[src/rtl/apb_completer_regbank.sv]
// apb_completer_regbank: APB4 completer with a small word-addressed register bank.
//   Words 0..NUM_REGS-2 are read/write with byte strobes; word NUM_REGS-1 is a read-only
//   status word taken from status_i. Every transfer inserts WAIT_CYCLES wait states.
//   Optional feature macro: APB_SLVERR_EN (error response for out-of-range / RO writes).
// Ports:
//   pclk, preset          clock, synchronous active-high reset
//   psel, penable, pwrite APB control
//   paddr, pwdata, pstrb  APB address / write data / byte enables
//   prdata, pready,       APB response (registered)
//   pslverr
//   status_i              value returned for the read-only word
//   regs_o                RW words flattened, word k at [k*DATA_W +: DATA_W]; RO slot reads 0
module apb_completer_regbank #(
  parameter int unsigned       ADDR_W      = 8,
  parameter int unsigned       DATA_W      = 32,
  parameter int unsigned       NUM_REGS    = 4,
  parameter int unsigned       WAIT_CYCLES = 1,
  parameter logic [DATA_W-1:0] RST_VAL     = '0
) (
  input  logic                         pclk,
  input  logic                         preset,
  input  logic                         psel,
  input  logic                         penable,
  input  logic                         pwrite,
  input  logic [ADDR_W-1:0]            paddr,
  input  logic [DATA_W-1:0]            pwdata,
  input  logic [3:0]                   pstrb,
  output logic [DATA_W-1:0]            prdata,
  output logic                         pready,
  output logic                         pslverr,
  input  logic [DATA_W-1:0]            status_i,
  output logic [NUM_REGS*DATA_W-1:0]   regs_o
);

  localparam int unsigned    IDX_W  = ADDR_W - 2;
  localparam int unsigned    CNT_W  = (WAIT_CYCLES > 0) ? $clog2(WAIT_CYCLES + 1) : 1;
  localparam logic [IDX_W-1:0] RO_IDX = IDX_W'(NUM_REGS - 1);

  localparam logic ST_IDLE   = 1'b0;
  localparam logic ST_ACCESS = 1'b1;

  logic              r_state;
  logic [CNT_W-1:0]  r_cnt;
  logic              r_write;
  logic [IDX_W-1:0]  r_idx;
  logic [DATA_W-1:0] r_wdata;
  logic [3:0]        r_strb;
  logic              r_pready;
  logic [DATA_W-1:0] r_prdata;
  logic              r_pslverr;
  logic [DATA_W-1:0] r_regs [NUM_REGS-1];

  logic              w_setup;
  logic [IDX_W-1:0]  w_cur_idx;
  logic              w_cur_wr;
  logic              w_oor;
  logic              w_ro;
  logic              w_err;
  logic              w_complete_next;
  logic              w_commit;
  logic [DATA_W-1:0] w_rdata;
  logic              w_unused;

  // Byte offset bits carry no meaning in a word-addressed map.
  assign w_unused = ^paddr[1:0];

  assign w_setup = (r_state == ST_IDLE) && psel && !penable;

  // The response is registered on the edge that raises pready, which for zero-wait
  // transfers is the setup edge itself, so decode from the live bus while idle.
  assign w_cur_idx = (r_state == ST_IDLE) ? paddr[ADDR_W-1:2] : r_idx;
  assign w_cur_wr  = (r_state == ST_IDLE) ? pwrite : r_write;
  assign w_oor     = 32'(w_cur_idx) >= NUM_REGS;
  assign w_ro      = (w_cur_idx == RO_IDX);

`ifdef APB_SLVERR_EN
  assign w_err = w_oor || (w_cur_wr && w_ro);
`else
  assign w_err = 1'b0;
`endif

  assign w_complete_next = w_setup ? (WAIT_CYCLES == 0)
                         : ((r_state == ST_ACCESS) && !r_pready && psel
                            && (r_cnt == CNT_W'(1)));

  assign w_commit = (r_state == ST_ACCESS) && r_pready && r_write && !w_oor && !w_ro;

  always_comb begin
    w_rdata = '0;
    if (!w_cur_wr && !w_oor && !w_err) begin
      if (w_ro) begin
        w_rdata = status_i;
      end else begin
        for (int k = 0; k < NUM_REGS - 1; k++) begin
          if (w_cur_idx == IDX_W'(k)) w_rdata = r_regs[k];
        end
      end
    end
  end

  always_ff @(posedge pclk) begin
    if (preset) begin
      r_state   <= ST_IDLE;
      r_cnt     <= '0;
      r_write   <= 1'b0;
      r_idx     <= '0;
      r_wdata   <= '0;
      r_strb    <= '0;
      r_pready  <= 1'b0;
      r_prdata  <= '0;
      r_pslverr <= 1'b0;
    end else begin
      r_pready  <= 1'b0;
      r_prdata  <= '0;
      r_pslverr <= 1'b0;
      if (w_complete_next) begin
        r_pready  <= 1'b1;
        r_prdata  <= w_rdata;
        r_pslverr <= w_err;
      end
      case (r_state)
        ST_IDLE: begin
          // psel & penable while idle is a protocol error and is ignored.
          if (w_setup) begin
            r_state <= ST_ACCESS;
            r_cnt   <= CNT_W'(WAIT_CYCLES);
            r_write <= pwrite;
            r_idx   <= paddr[ADDR_W-1:2];
            r_wdata <= pwdata;
            r_strb  <= pstrb;
          end
        end
        default: begin
          if (r_pready || !psel) begin
            // Completion, or requester abandoned the transfer before pready.
            r_state <= ST_IDLE;
          end else begin
            r_cnt <= r_cnt - CNT_W'(1);
          end
        end
      endcase
    end
  end

  always_ff @(posedge pclk) begin
    if (preset) begin
      for (int k = 0; k < NUM_REGS - 1; k++) r_regs[k] <= RST_VAL;
    end else if (w_commit) begin
      for (int k = 0; k < NUM_REGS - 1; k++) begin
        if (r_idx == IDX_W'(k)) begin
          for (int b = 0; b < 4; b++) begin
            if (r_strb[b]) r_regs[k][8*b +: 8] <= r_wdata[8*b +: 8];
          end
        end
      end
    end
  end

  always_comb begin
    regs_o = '0;
    for (int k = 0; k < NUM_REGS - 1; k++) regs_o[k*DATA_W +: DATA_W] = r_regs[k];
  end

  assign pready  = r_pready;
  assign prdata  = r_prdata;
  assign pslverr = r_pslverr;

endmodule
[config.mk]
export PLATFORM = sky130hd
export DESIGN_NAME = apb_completer_regbank
export DESIGN_NICKNAME = d
export VERILOG_FILES = /design/src/rtl/apb_completer_regbank.sv
export SDC_FILE = /design/constraint.sdc
export NUM_CORES = 1
export LEC_CHECK = 0
export ABC_AREA = 1
export BUFFER_PORTS_ARGS = -buffer_cell sky130_fd_sc_hd__buf_2
export CORE_ASPECT_RATIO = 0.6
export CORE_MARGIN = 1
export CORE_UTILIZATION = 50
export CTS_CLUSTER_SIZE = 20
export DETAILED_ROUTE_END_ITERATION = 7
export GPL_ROUTABILITY_DRIVEN = 0
export MAX_ROUTING_LAYER = met4
export PLACE_DENSITY_LB_ADDON = 0.3
export SLEW_MARGIN = 15
export SYNTH_ARGS = -nofsm -noshare
export SYNTH_HDL_FRONTEND = slang
export SYNTH_SLANG_ARGS = --single-unit
[constraint.sdc]
create_clock -name pclk -period 4.73 [get_ports pclk]
set_input_delay 0.2365 -clock pclk [delete_from_list [all_inputs] [get_ports pclk]]
set_output_delay 0.2365 -clock pclk [all_outputs]
set_load 0.01 [all_outputs]
==> flow_metrics.py, run 1 <==
metrics = {
    "routing": {
        "via_count": 5885,
        "remaining_drc_errors": 0,
        "vias_per_cell": 5.26,
        "dr.pass1.iters": 5,
        "routed_wl_microns": 19100,
        "detail_route.wl_per_cell_microns": 17.1,
        "drt-initial-drc-count": 553,
        "ant_nets": 0,
    },
    "worst_setup_path": {
        "worstPathMaxFanout": 35,
        "cp.arrival_ps": 3390,
        "crit_type": "register to register",
        "endpoint_kind": "register",
        "crit_required_ps": 4800,
        "crit_path_start_kind": "register",
        "reg2reg_depth": 9,
    },
    "clocking": {
        "postCtsSetupBuffers": 0,
        "cts_root_buf": "clkbuf_16",
        "path_clk_slew_ps": 70,
        "htree_num_levels": 4,
        "cts_resized": 0,
        "numCtsBuffers": 17,
        "cts_tree": "done",
        "clkSinkCount": 174,
        "clkLatencyLatePin_ps": 410,
        "clockBufferDepth": 2,
        "cts_hold_buffers": 0,
    },
    "global_route": {
        "grt_pass1_wl_microns": 28700,
        "grt_pass1_vias": 5243,
        "antenna_found_initial": 1,
        "grt_usage_pct": 27.1,
        "grt_overflow": 0,
        "grt_max_degree": 51,
    },
    "synthesis": {
        "ys_ff_latch": 174,
        "synth_largest_area_cell": "edfxtp_1",
        "synthTopCellsByArea": "edfxtp_1, dfxtp_1, o21ai_0, a21oi_1, nand2_1",
        "postSynthAreaPerCell_sq_um": 9.89,
        "yosysWarnings": 0,
        "synth_cell_types": 25,
        "syn_inst": 723,
        "syn_area_sq_mm": 0.00715,
        "synth_top_area_share_pct": 40.3,
        "ys_seq_area_share_pct": 62.2,
    },
    "layout": {
        "final_util_pct": 63.5,
        "final_area_sq_mm": 0.00875,
        "num-nets-final": 994,
        "syn_to_final_growth_pct": 22.4,
        "drive_above_1_share_pct": 30.2,
        "instances_no_fill": 1119,
    },
    "flow_run": {
        "drv_cap": 0,
    },
    "hold_path": {
        "holdPathStages": 3,
        "hold_path_class": "primary input to register",
    },
    "placement": {
        "pre_cts_ws_ps": 1480,
        "post-dp-hpwl_microns": 12900,
        "io_buffer_count": 207,
        "placed_cell_area_sq_mm": 0.00819,
        "dp_cells": 1086,
    },
    "sta": {
        "period_needed_ps": 3320,
        "setup_viol": 0,
        "finalCritPeriodShare_pct": 70.1,
        "hold_slack_ps": 83.8,
        "rsz0062_at_grt": "false",
        "clock_skew_ps": 11.6,
        "tightest_slew_ps": 1180,
        "fmax_mhz": 301,
        "report.final.slew_viol_count": 0,
        "maxSlewHeadroom_pct": 21.3,
        "fin_ws_ps": 1410,
        "setup_tns_ps": 0,
        "hold_viol_final": 0,
    },
    "pwr": {
        "powerDensity_mw_per_mm2": 371,
        "p_total_mw": 3.25,
        "ir_worst_vdd_v": 0.000190,
        "p_leak_nw": 3.75,
    },
    "floorplanning": {
        "core_area_sq_mm": 0.0138,
        "ioPinCount": 243,
        "die_h_microns": 94.6,
        "num_rows": 33,
        "die-area_sq_mm": 0.0148,
        "start_util_pct": 51.8,
        "die_w_microns": 156,
    },
    "run_status": {
        "outcome": "complete, no violations",
    },
}
[final timing paths]
kind                            slack [ps]         from      endpoint
worst max register to register        1410      r_state  r_regs[2][6]
worst max-delay path                  1410      r_state  r_regs[2][6]
worst min-delay path                    80  status_i[5]     prdata[5]
worst min register to register         460        r_cnt         r_cnt
[worst max-delay path, stage by stage, from the launching register on]
cell     delay [ps]
dfxtp_1         440
inv_2           100
nand2_1          80
nand2_2         480
a21oi_4         450
nand2_2         150
nor3_4          210
nand2_2         300
buf_4           370
nand2_1         360
[cell type report]
| cell class | count | area, sq um |
|---|---|---|
| tap | 192 | 240 |
| sequential | 174 | 4440 |
| clock inverter | 13 | 130 |
| fill | 1164 | 5040 |
| inverter | 55 | 206 |
| multi-input combinational | 450 | 2200 |
| antenna | 1 | 2.50 |
| timing repair buffer | 215 | 1100 |
| clock buffer | 19 | 433 |
[report_power, final]
part           total [mW]  switching (mW)  internal [mW]
Combinational       0.246           0.171         0.0750
Clock                1.33           0.593          0.736
Sequential           1.67          0.0275           1.65
[flip-flops by register name, indices dropped and copies added, names as in the netlist]
register  cells
r_regs       96
prdata       32
r_wdata      32
r_idx         6
r_strb        4
pready        1
r_cnt         1
r_state       1
r_write       1
[per-layer routing]
metal	wire length, microns	vias up	GRT usage, %
met5	0	-	-
met4	165	0	7.76
met3	1830	13	4.86
met2	8320	305	39.8
met1	8790	2763	38.5
li1	-	2804	-
[Yosys cell counts (all sizes together)]
| master | instances |
|---|---|
| o21ai | 134 |
| a21oi | 107 |
| nand2 | 104 |
| edfxtp | 96 |
| dfxtp | 78 |
| inv | 54 |
| nor2 | 45 |
| buf | 41 |
| clkbuf | 35 |
| nand3 | 11 |
| nand4 | 6 |
| nor3 | 4 |
| o2111ai | 3 |
| a211oi | 1 |
| clkinv | 1 |
| conb | 1 |
| o211ai | 1 |
| o41ai | 1 |
[cells in the final DEF, fill, tap and decap left out, types with 2 or more instances in the layout]
| cell | instances |
|---|---|
| buf_2 | 207 |
| inv_2 | 2 |
| nand3_1 | 10 |
| edfxtp_1 | 96 |
| clkbuf_16 | 17 |
| nand2_1 | 100 |
| buf_4 | 8 |
| a21oi_2 | 23 |
| inv_6 | 2 |
| nor3_1 | 3 |
| clkbuf_1 | 2 |
| a21oi_1 | 83 |
| clkinvlp_4 | 5 |
| o2111ai_1 | 3 |
| nand2_2 | 4 |
| nand4_1 | 6 |
| o21ai_0 | 134 |
| dfxtp_1 | 78 |
| clkinv_4 | 2 |
| inv_8 | 2 |
| nor2_1 | 43 |
| conb_1 | 33 |
| inv_1 | 52 |
| nor2_4 | 2 |
[kinds of logic (layout without fill, tap and decap cells)]
group,count (synthesis),in the layout,synth area share (%)
other,1,34,0.0525
and+or+nand+nor,170,170,9.70
DFF,174,174,62.2
buffers and inverters,131,302,9.15
AOI/OAI and AO/OA,247,247,18.9
Note: power is estimated with default switching activity, not from simulation.
==> run 2: changes to the inputs <==
ABC_AREA = 0   (was 1)
CORE_UTILIZATION = 46   (was 50)
clock period = 3 ns   (was 4.73 ns; I/O delays follow)
==> flow_metrics.py, run 2 <==
metrics = {
    "clocking": {
        "clkLatencyLatePin_ps": 430,
        "clkSinkCount": 174,
        "path_clk_slew_ps": 70,
        "postCtsSetupBuffers": 0,
        "numCtsBuffers": 17,
        "cts_root_buf": "clkbuf_16",
        "clockBufferDepth": 2,
        "cts_tree": "done",
        "htree_num_levels": 4,
        "cts_resized": 0,
    },
    "floorplanning": {
        "ioPinCount": 243,
        "die_w_microns": 167,
        "die-area_sq_mm": 0.0168,
        "die_h_microns": 101,
        "core_area_sq_mm": 0.0156,
        "start_util_pct": 47.9,
        "num_rows": 35,
    },
    "sta": {
        "finalCritPeriodShare_pct": 78.5,
        "fmax_mhz": 425,
        "setup_tns_ps": 0,
        "report.final.slew_viol_count": 0,
        "maxSlewHeadroom_pct": 34.4,
        "setup_viol": 0,
        "hold_viol_final": 0,
        "clock_skew_ps": 15.0,
        "tightest_slew_ps": 981,
        "period_needed_ps": 2360,
        "rsz0062_at_grt": "false",
    },
    "synthesis": {
        "synth_most_common_cell": "edfxtp_1",
        "syn_inst": 723,
        "ys_ff_latch": 174,
        "synthTopCellsByArea": "edfxtp_1, dfxtp_1, a21oi_1, nand2_1, o221ai_1",
        "synth_top_area_share_pct": 38.6,
        "synth_cell_types": 40,
        "ys_seq_area_share_pct": 59.5,
        "synthTopCellsByCount": "edfxtp_1, nand2_1, dfxtp_1, a21oi_1, nor2_1",
        "synth-main-ff-cell": "edfxtp_1",
        "synth-async-reset-ratio_pct": 0,
        "syn_area_sq_mm": 0.00747,
        "synth_largest_area_cell": "edfxtp_1",
        "yosysWarnings": 0,
        "postSynthAreaPerCell_sq_um": 10.3,
        "synth_edf_count": 96,
    },
    "routing": {
        "ant_nets": 0,
        "drt-initial-drc-count": 682,
        "detail_route.wl_per_cell_microns": 18.6,
        "via_count": 6343,
        "routed_wl_microns": 22300,
        "dr.pass1.iters": 8,
        "remaining_drc_errors": 18,
        "vias_per_cell": 5.27,
    },
    "worst_setup_path": {
        "crit_path_start_kind": "register",
        "endpoint_kind": "register",
        "timing.rr.end": "r_regs[1][26]",
        "crit_required_ps": 3070,
        "worstPathMaxFanout": 8,
        "cp.arrival_ps": 2430,
        "rrSetupSlack_ps": 640,
        "r2r-start": "r_idx[5]",
        "reg2reg_depth": 4,
        "crit_type": "register to register",
    },
    "placement": {
        "io_buffer_count": 207,
        "placed_cell_area_sq_mm": 0.00856,
        "dp_cells": 1100,
        "post-dp-hpwl_microns": 15600,
    },
    "layout": {
        "final_common_cell": "buf_2",
        "final_cell_mix": "buf_2, edfxtp_1, nand2_1",
        "regMostFlops": "r_regs",
        "nFillCells": 1296,
        "final_area_sq_mm": 0.00984,
        "syn_to_final_growth_pct": 31.7,
        "num-nets-final": 1067,
        "register_area_sq_mm": 0.00444,
        "drive_above_1_share_pct": 29.8,
        "largest_reg_flops": 96,
        "final_util_pct": 63.1,
        "multi_input_area_sq_mm": 0.00255,
        "instances_no_fill": 1203,
    },
    "global_route": {
        "grt_max_degree": 44,
        "grt_usage_pct": 27.5,
        "antenna_found_initial": 1,
        "grt_pass1_wl_microns": 33500,
        "grt_overflow": 0,
        "grt_pass1_vias": 5897,
    },
    "hold_path": {
        "worstHoldStart": "pwdata[31]",
        "hold_path_class": "primary input to register",
        "whs_endpoint": "r_wdata[31]",
        "holdPathStages": 3,
    },
    "pwr": {
        "ir_worst_vdd_v": 0.000340,
        "p_leak_nw": 4.26,
        "p_total_mw": 5.29,
        "powerDensity_mw_per_mm2": 537,
    },
    "run_status": {
        "violations": "DRC",
        "outcome": "finished with violations",
    },
    "flow_run": {
        "drv_cap": 0,
    },
}
## run 2: area by class of cell
cell class	count	share of cell area, %
repair buffers	298	19.2
clock inverters	14	1.49
diodes	1	0.0254
multi-input cells	463	25.9
flip-flops and latches	174	45.2
well taps	203	2.58
clock buffers	18	4.36
inverters	32	1.22
## run 2: worst max path at each step
stage,start,to,cells past startpoint
final,r_idx[5],r_regs[1][26],4
after floorplan,r_idx[5],r_regs[2][10],4
after global placement,r_idx[5],r_regs[1][31],4
after global routing,r_idx[5],r_regs[1][26],4
after detailed placement,r_idx[5],r_regs[1][31],4
after CTS,r_idx[5],r_regs[1][26],4
## run 2: metrics by stage
step / setup slack [ps] / hold WS (ps)
after floorplan: 1150 / 282
after global placement: 716 / 370
after detailed placement: 696 / 373
after CTS: 673 / 20.7
after global routing: 464 / 33.4
final: 645 / 43.9
## run 2: what timing repair did
item                                    CTS  global route
endpoints found under the hold margin    67             0
endpoints found under the setup margin    0             0
hold buffers                             70             0
## run 2: kinds of logic (layout without fill, tap and decap cells)
family / Yosys count / after routing / synth area share, %
buf+inv: 118 / 362 / 8.17
compound gates: 184 / 184 / 15.4
simple gates: 242 / 242 / 16.3
mux: 4 / 4 / 0.569
other cells: 1 / 34 / 0.0502
flops: 174 / 174 / 59.5
## run 2: routing by layer
metal,up-vias,track usage [%],share of wire [%],wire [microns]
met4,0,7.48,1.4,316
met3,34,6.20,9.7,2180
li1,3019,-,-,-
met1,2945,40.7,48,10800
met5,-,-,0,0
met2,345,37.4,40,9040
## run 2: where the power goes
part,internal (mW),leakage [nW],switching [mW]
logic,0.209,2.35,0.276
registers,2.58,1.63,0.0627
clock network,1.18,0.282,0.980
total,3.97,4.26,1.32
## run 2: critical path, cell delays in order, from the launching register on
cell and delay, ps:
dfxtp_1 330, nor4_4 300, nand4_1 320, nor3b_1 590
a21o_1 460
